<file path="src/rtl/truth_table_sweeper.sv">
// Exhaustive truth-table sweeper: steps stim through 0..2^N_IN-1 (HOLD_CYCLES clocks each), checks dut_out against EXP_TABLE.
// Latency: sweep takes 2^N_IN*HOLD_CYCLES cycles from the first APPLY cycle; start is ignored while busy.
// Optional macro SWEEP_STOP_ON_FAIL_EN: end the sweep at the first mismatch with stim frozen on the failing vector.
module truth_table_sweeper #(
  parameter int N_IN        = 3,
  parameter int N_OUT       = 2,
  parameter int HOLD_CYCLES = 10,
  parameter logic [N_OUT*(2**N_IN)-1:0] EXP_TABLE = '0
) (
  input  logic              clk,
  input  logic              rst,
  input  logic              start,
  input  logic [N_OUT-1:0]  dut_out,
  output logic [N_IN-1:0]   stim,
  output logic              busy,
  output logic              done,
  output logic              pass,
  output logic [N_IN:0]     err_count,
  output logic              fail_valid,
  output logic [N_IN-1:0]   first_fail_vec
);

  localparam int HW = (HOLD_CYCLES > 1) ? $clog2(HOLD_CYCLES) : 1;
  localparam logic [HW-1:0]   HOLD_RELOAD = HW'(HOLD_CYCLES - 1);
  localparam logic [N_IN-1:0] LAST_VEC    = '1;

  typedef enum logic [1:0] {
    IDLE  = 2'd0,
    APPLY = 2'd1,
    DONE  = 2'd2
  } state_t;

  state_t          state, state_d;
  logic [HW-1:0]   hold_cnt, hold_d;
  logic [N_IN-1:0] stim_d;
  logic            busy_d;
  logic            done_d;
  logic            pass_d;
  logic [N_IN:0]   err_d;
  logic            fail_valid_d;
  logic [N_IN-1:0] first_fail_d;

  logic [N_OUT-1:0] exp_vec;
  logic             mismatch;
  logic             finish;

  assign exp_vec = EXP_TABLE[int'(stim) * N_OUT +: N_OUT];

  // Case inequality so that X/Z on the DUT outputs is scored as a failure.
  assign mismatch = (dut_out !== exp_vec);

  always_comb begin
    state_d      = state;
    hold_d       = hold_cnt;
    stim_d       = stim;
    busy_d       = busy;
    done_d       = done;
    pass_d       = pass;
    err_d        = err_count;
    fail_valid_d = fail_valid;
    first_fail_d = first_fail_vec;
    finish       = 1'b0;

    case (state)
      IDLE, DONE: begin
        if (start) begin
          state_d      = APPLY;
          hold_d       = HOLD_RELOAD;
          stim_d       = '0;
          busy_d       = 1'b1;
          done_d       = 1'b0;
          pass_d       = 1'b0;
          err_d        = '0;
          fail_valid_d = 1'b0;
          first_fail_d = '0;
        end
      end

      APPLY: begin
        if (hold_cnt != '0) begin
          hold_d = hold_cnt - HW'(1);
        end else begin
          if (mismatch) begin
            err_d = err_count + (N_IN+1)'(1);
            if (!fail_valid) begin
              fail_valid_d = 1'b1;
              first_fail_d = stim;
            end
          end
`ifdef SWEEP_STOP_ON_FAIL_EN
          finish = mismatch || (stim == LAST_VEC);
`else
          finish = (stim == LAST_VEC);
`endif
          if (finish) begin
            // stim is left on the last compared vector for visibility on the board.
            state_d = DONE;
            busy_d  = 1'b0;
            done_d  = 1'b1;
            pass_d  = (err_d == '0);
          end else begin
            stim_d = stim + N_IN'(1);
            hold_d = HOLD_RELOAD;
          end
        end
      end

      default: begin
        state_d = IDLE;
      end
    endcase
  end

  always_ff @(posedge clk or posedge rst) begin
    if (rst) begin
      state          <= IDLE;
      hold_cnt       <= '0;
      stim           <= '0;
      busy           <= 1'b0;
      done           <= 1'b0;
      pass           <= 1'b0;
      err_count      <= '0;
      fail_valid     <= 1'b0;
      first_fail_vec <= '0;
    end else begin
      state          <= state_d;
      hold_cnt       <= hold_d;
      stim           <= stim_d;
      busy           <= busy_d;
      done           <= done_d;
      pass           <= pass_d;
      err_count      <= err_d;
      fail_valid     <= fail_valid_d;
      first_fail_vec <= first_fail_d;
    end
  end

endmodule
</file>
<file path="config.mk">
export PLATFORM = sky130hd
export DESIGN_NAME = truth_table_sweeper
export DESIGN_NICKNAME = d
export VERILOG_FILES = /design/src/rtl/truth_table_sweeper.sv
export SDC_FILE = /design/constraint.sdc
export NUM_CORES = 1
export LEC_CHECK = 0
export BUFFER_PORTS_ARGS = -buffer_cell sky130_fd_sc_hd__buf_2
export CORE_MARGIN = 5
export CORE_UTILIZATION = 40
export DETAILED_ROUTE_END_ITERATION = 10
export GPL_ROUTABILITY_DRIVEN = 0
export SYNTH_ARGS = -nofsm -noshare
export SYNTH_HDL_FRONTEND = slang
export SYNTH_SLANG_ARGS = --single-unit
</file>
<file path="constraint.sdc">
create_clock -name clk -period 1.64 [get_ports clk]
set_input_delay 0.328 -clock clk [delete_from_list [all_inputs] [get_ports clk]]
set_output_delay 0.328 -clock clk [all_outputs]
set_load 0.01 [all_outputs]
</file>
==> impl_metrics.json <==
{
  "status": "complete, but fails checks",
  "violations": "negative setup slack",
  "wl_per_cell_um": 13.5,
  "synth_area_leader_cell": "dfrtp_1",
  "postCtsHoldBufs": 0,
  "crit_type": "reg2reg",
  "dieArea_um2": 3680,
  "rsz0062_at_grt": "yes",
  "p_per_area_nw_per_um2": 1640,
  "yosysWarnings": 0,
  "diodes": 0,
  "critPathLaunchType": "flop",
  "worstPathRequired_ns": 1.86,
  "clock-skew-final_ns": 0.0116,
  "clk_pin_slew_ns": 0.12,
  "area_growth_pct": 29.9,
  "synth-seq-area-share_pct": 48.8,
  "synth_top_flop_cell": "dfrtp_1",
  "cts-htree-levels": 1,
  "cp_max_fo": 6,
  "grtUsageTotal_pct": 12.6,
  "nNetsFinal": 145,
  "finalSetupViolCount": 7,
  "fmax_mhz": 568,
  "grt_pass1_vias": 799,
  "ios": 19,
  "worst_pin_slew_ns": 0.382,
  "cts_tree": "done",
  "dpl.hpwl_um": 1660,
  "synth_area_leaders": "dfrtp_1, ha_1, nand2_1",
  "synth_seq_cells": 20,
  "period_minus_slack_ns": 1.76,
  "fp-row-count": 18,
  "period_share_pct": 107,
  "drv_cap": 0,
  "layout_setup_ws_ns": -0.119,
  "coreArea_um2": 2450,
  "arrival_ns": 1.98,
  "synth_top_area_share_pct": 48.8,
  "pwr-share-seq_pct": 38.9,
  "final_hold_viol_count": 0,
  "synth_area_um2": 1030,
  "io_buffers": 18,
  "initial_utilization_pct": 41.8,
  "yosys-top-cells-count": "dfrtp_1, nand2_1, o21ai_0",
  "yosysMostFrequentCell": "dfrtp_1",
  "switchingPower_w": 0.000816,
  "swShare_pct": 37.4,
  "routed_wirelength_um": 2210,
  "grt_max_degree": 21,
  "clock-sinks": 20,
  "fin_hold_ws_ns": 0.0276,
  "fin_util_pct": 54.3,
  "ant_nets": 0,
  "place_area_um2": 1220,
  "dieWidth_um": 60.6,
  "clockBufferDepth": 2,
  "antenna_found_initial": 0,
  "dr.first_iter.drc_count": 21,
  "p_total_w": 0.00218,
  "peakVddDrop_uv": 1050,
  "die_y_um": 60.6,
  "combPwrFrac_pct": 48.0,
  "leakage_nw": 0.632,
  "maxSlewViolCount": 0,
  "internal_power_w": 0.00137,
  "drive_above_1_share_pct": 42.5,
  "p_clk_share_pct": 13.1,
  "grt_pass1_wl_um": 3530,
  "synth_edf_count": 0,
  "drc": 0,
  "synth-async-reset-ratio_pct": 100,
  "timing.slew.headroom_pct": 74.5,
  "grt_overflow": 0,
  "cts-buffers-inserted": 3,
  "first_pass_iters": 4,
  "synth_fp_nets": 108,
  "viasPerCell": 5.06,
  "vias": 830,
  "fillers": 221,
  "ctsRootBufferMaster": "clkbuf_4",
  "synthDistinctLibCells": 35,
  "cp-end-kind": "flop",
  "holdCritPathClass": "in2async",
  "clk-insertion-delay-late_ns": 0.30,
  "synth_area_per_cell_um2": 10.5,
  "fin_area_um2": 1330,
  "syn_inst": 98
}
==> power groups by stage <==
stage | Clock (W) | Combinational [W] | Sequential (W)
after CTS | 0.000291 | 0.000945 | 0.000834
after global routing | 0.000319 | 0.00117 | 0.000876
after global placement | 0 | 0.000887 | 0.000836
after floorplan | 0 | 0.000499 | 0.000896
after detailed placement | 0 | 0.000913 | 0.000844
final | 0.000286 | 0.00105 | 0.000848
==> repair_timing <==
| item | CTS | global route |
|---|---|---|
| buffers inserted | 1 | 5 |
| cloned | 0 | 0 |
| setup endpoints to repair | 14 | 16 |
| pin swaps | 3 | 6 |
| hold endpoints to repair | 0 | 0 |
| gates resized for setup | 5 | 9 |
==> metrics by stage <==
step	TNS, ns	setup WS, ns	instances
3_3_place_gp	-0.424	-0.121	154
2_1_floorplan	-0.0139	-0.0139	98
6_report	-0.460	-0.119	164
5_1_grt	-1.13	-0.177	164
3_5_place_dp	-0.811	-0.153	154
4_1_cts	-0.180	-0.0670	159
==> per-layer routing <==
layer / track usage (%) / vias to the layer above / part of all wire (%)
met5: 0 / - / 0
met4: 2.79 / 0 / 0
met3: 2.13 / 0 / 4.8
met2: 20.3 / 15 / 49
met1: 17.9 / 397 / 46
li1: - / 418 / -
==> logic make-up after synthesis <==
kind of cell / synth area share, %
simple gates: 20.6
compound gates: 13.9
flops: 48.8
buf+inv: 3.78
fa+ha+maj: 6.10
mux: 4.27
xor+xnor: 2.56
==> sequential cells by signal, indices dropped and copies added (netlist names) <==
signal / count
stim: 3
pass: 1
fail_valid: 1
state: 2
first_fail_vec: 3
hold_cnt: 4
busy: 1
err_count: 4
done: 1
==> cell type report <==
class / count / area, um^2 / share of cell area, %
multi-input cells: 70 / 522 / 39.2
flip-flops and latches: 20 / 500 / 37.6
repair buffers: 35 / 218 / 16.3
well taps: 30 / 37.5 / 2.82
clock buffers: 4 / 36.3 / 2.72
inverters: 5 / 18.8 / 1.41
==> critical path, cell delays in order, from the launching register on <==
cell     delay [ns]
dfrtp_1        0.41
inv_2          0.09
ha_4           0.13
or3b_4         0.44
nor4_4         0.31
buf_4          0.18
nand2_1        0.05
o21ai_1        0.07
==> final timing paths <==
path                             startpoint                end  slack [ns]  depth (start not counted)
min in group clk                      start           state[1]        0.24                          2
worst max register to register  hold_cnt[1]  first_fail_vec[1]       -0.12                          7
worst max-delay path            hold_cnt[1]  first_fail_vec[1]       -0.12                          7
worst min register to register         busy               busy        0.49                          2
worst min-delay path                    rst           state[1]        0.03                          3
max in group asynchronous               rst            stim[2]        1.40                          3
==> cell usage in the layout, fill, tap and decap left out, types with 3 or more instances in the layout <==
master / count
buf_4: 17
a22o_1: 3
buf_2: 18
inv_2: 3
nand2_1: 9
o21ai_1: 6
nor2_1: 6
dfrtp_1: 20
nand2b_1: 3
mux2_2: 3
clkbuf_4: 3
nand3_1: 4
ha_1: 4
(Power assumes the default switching activity.)
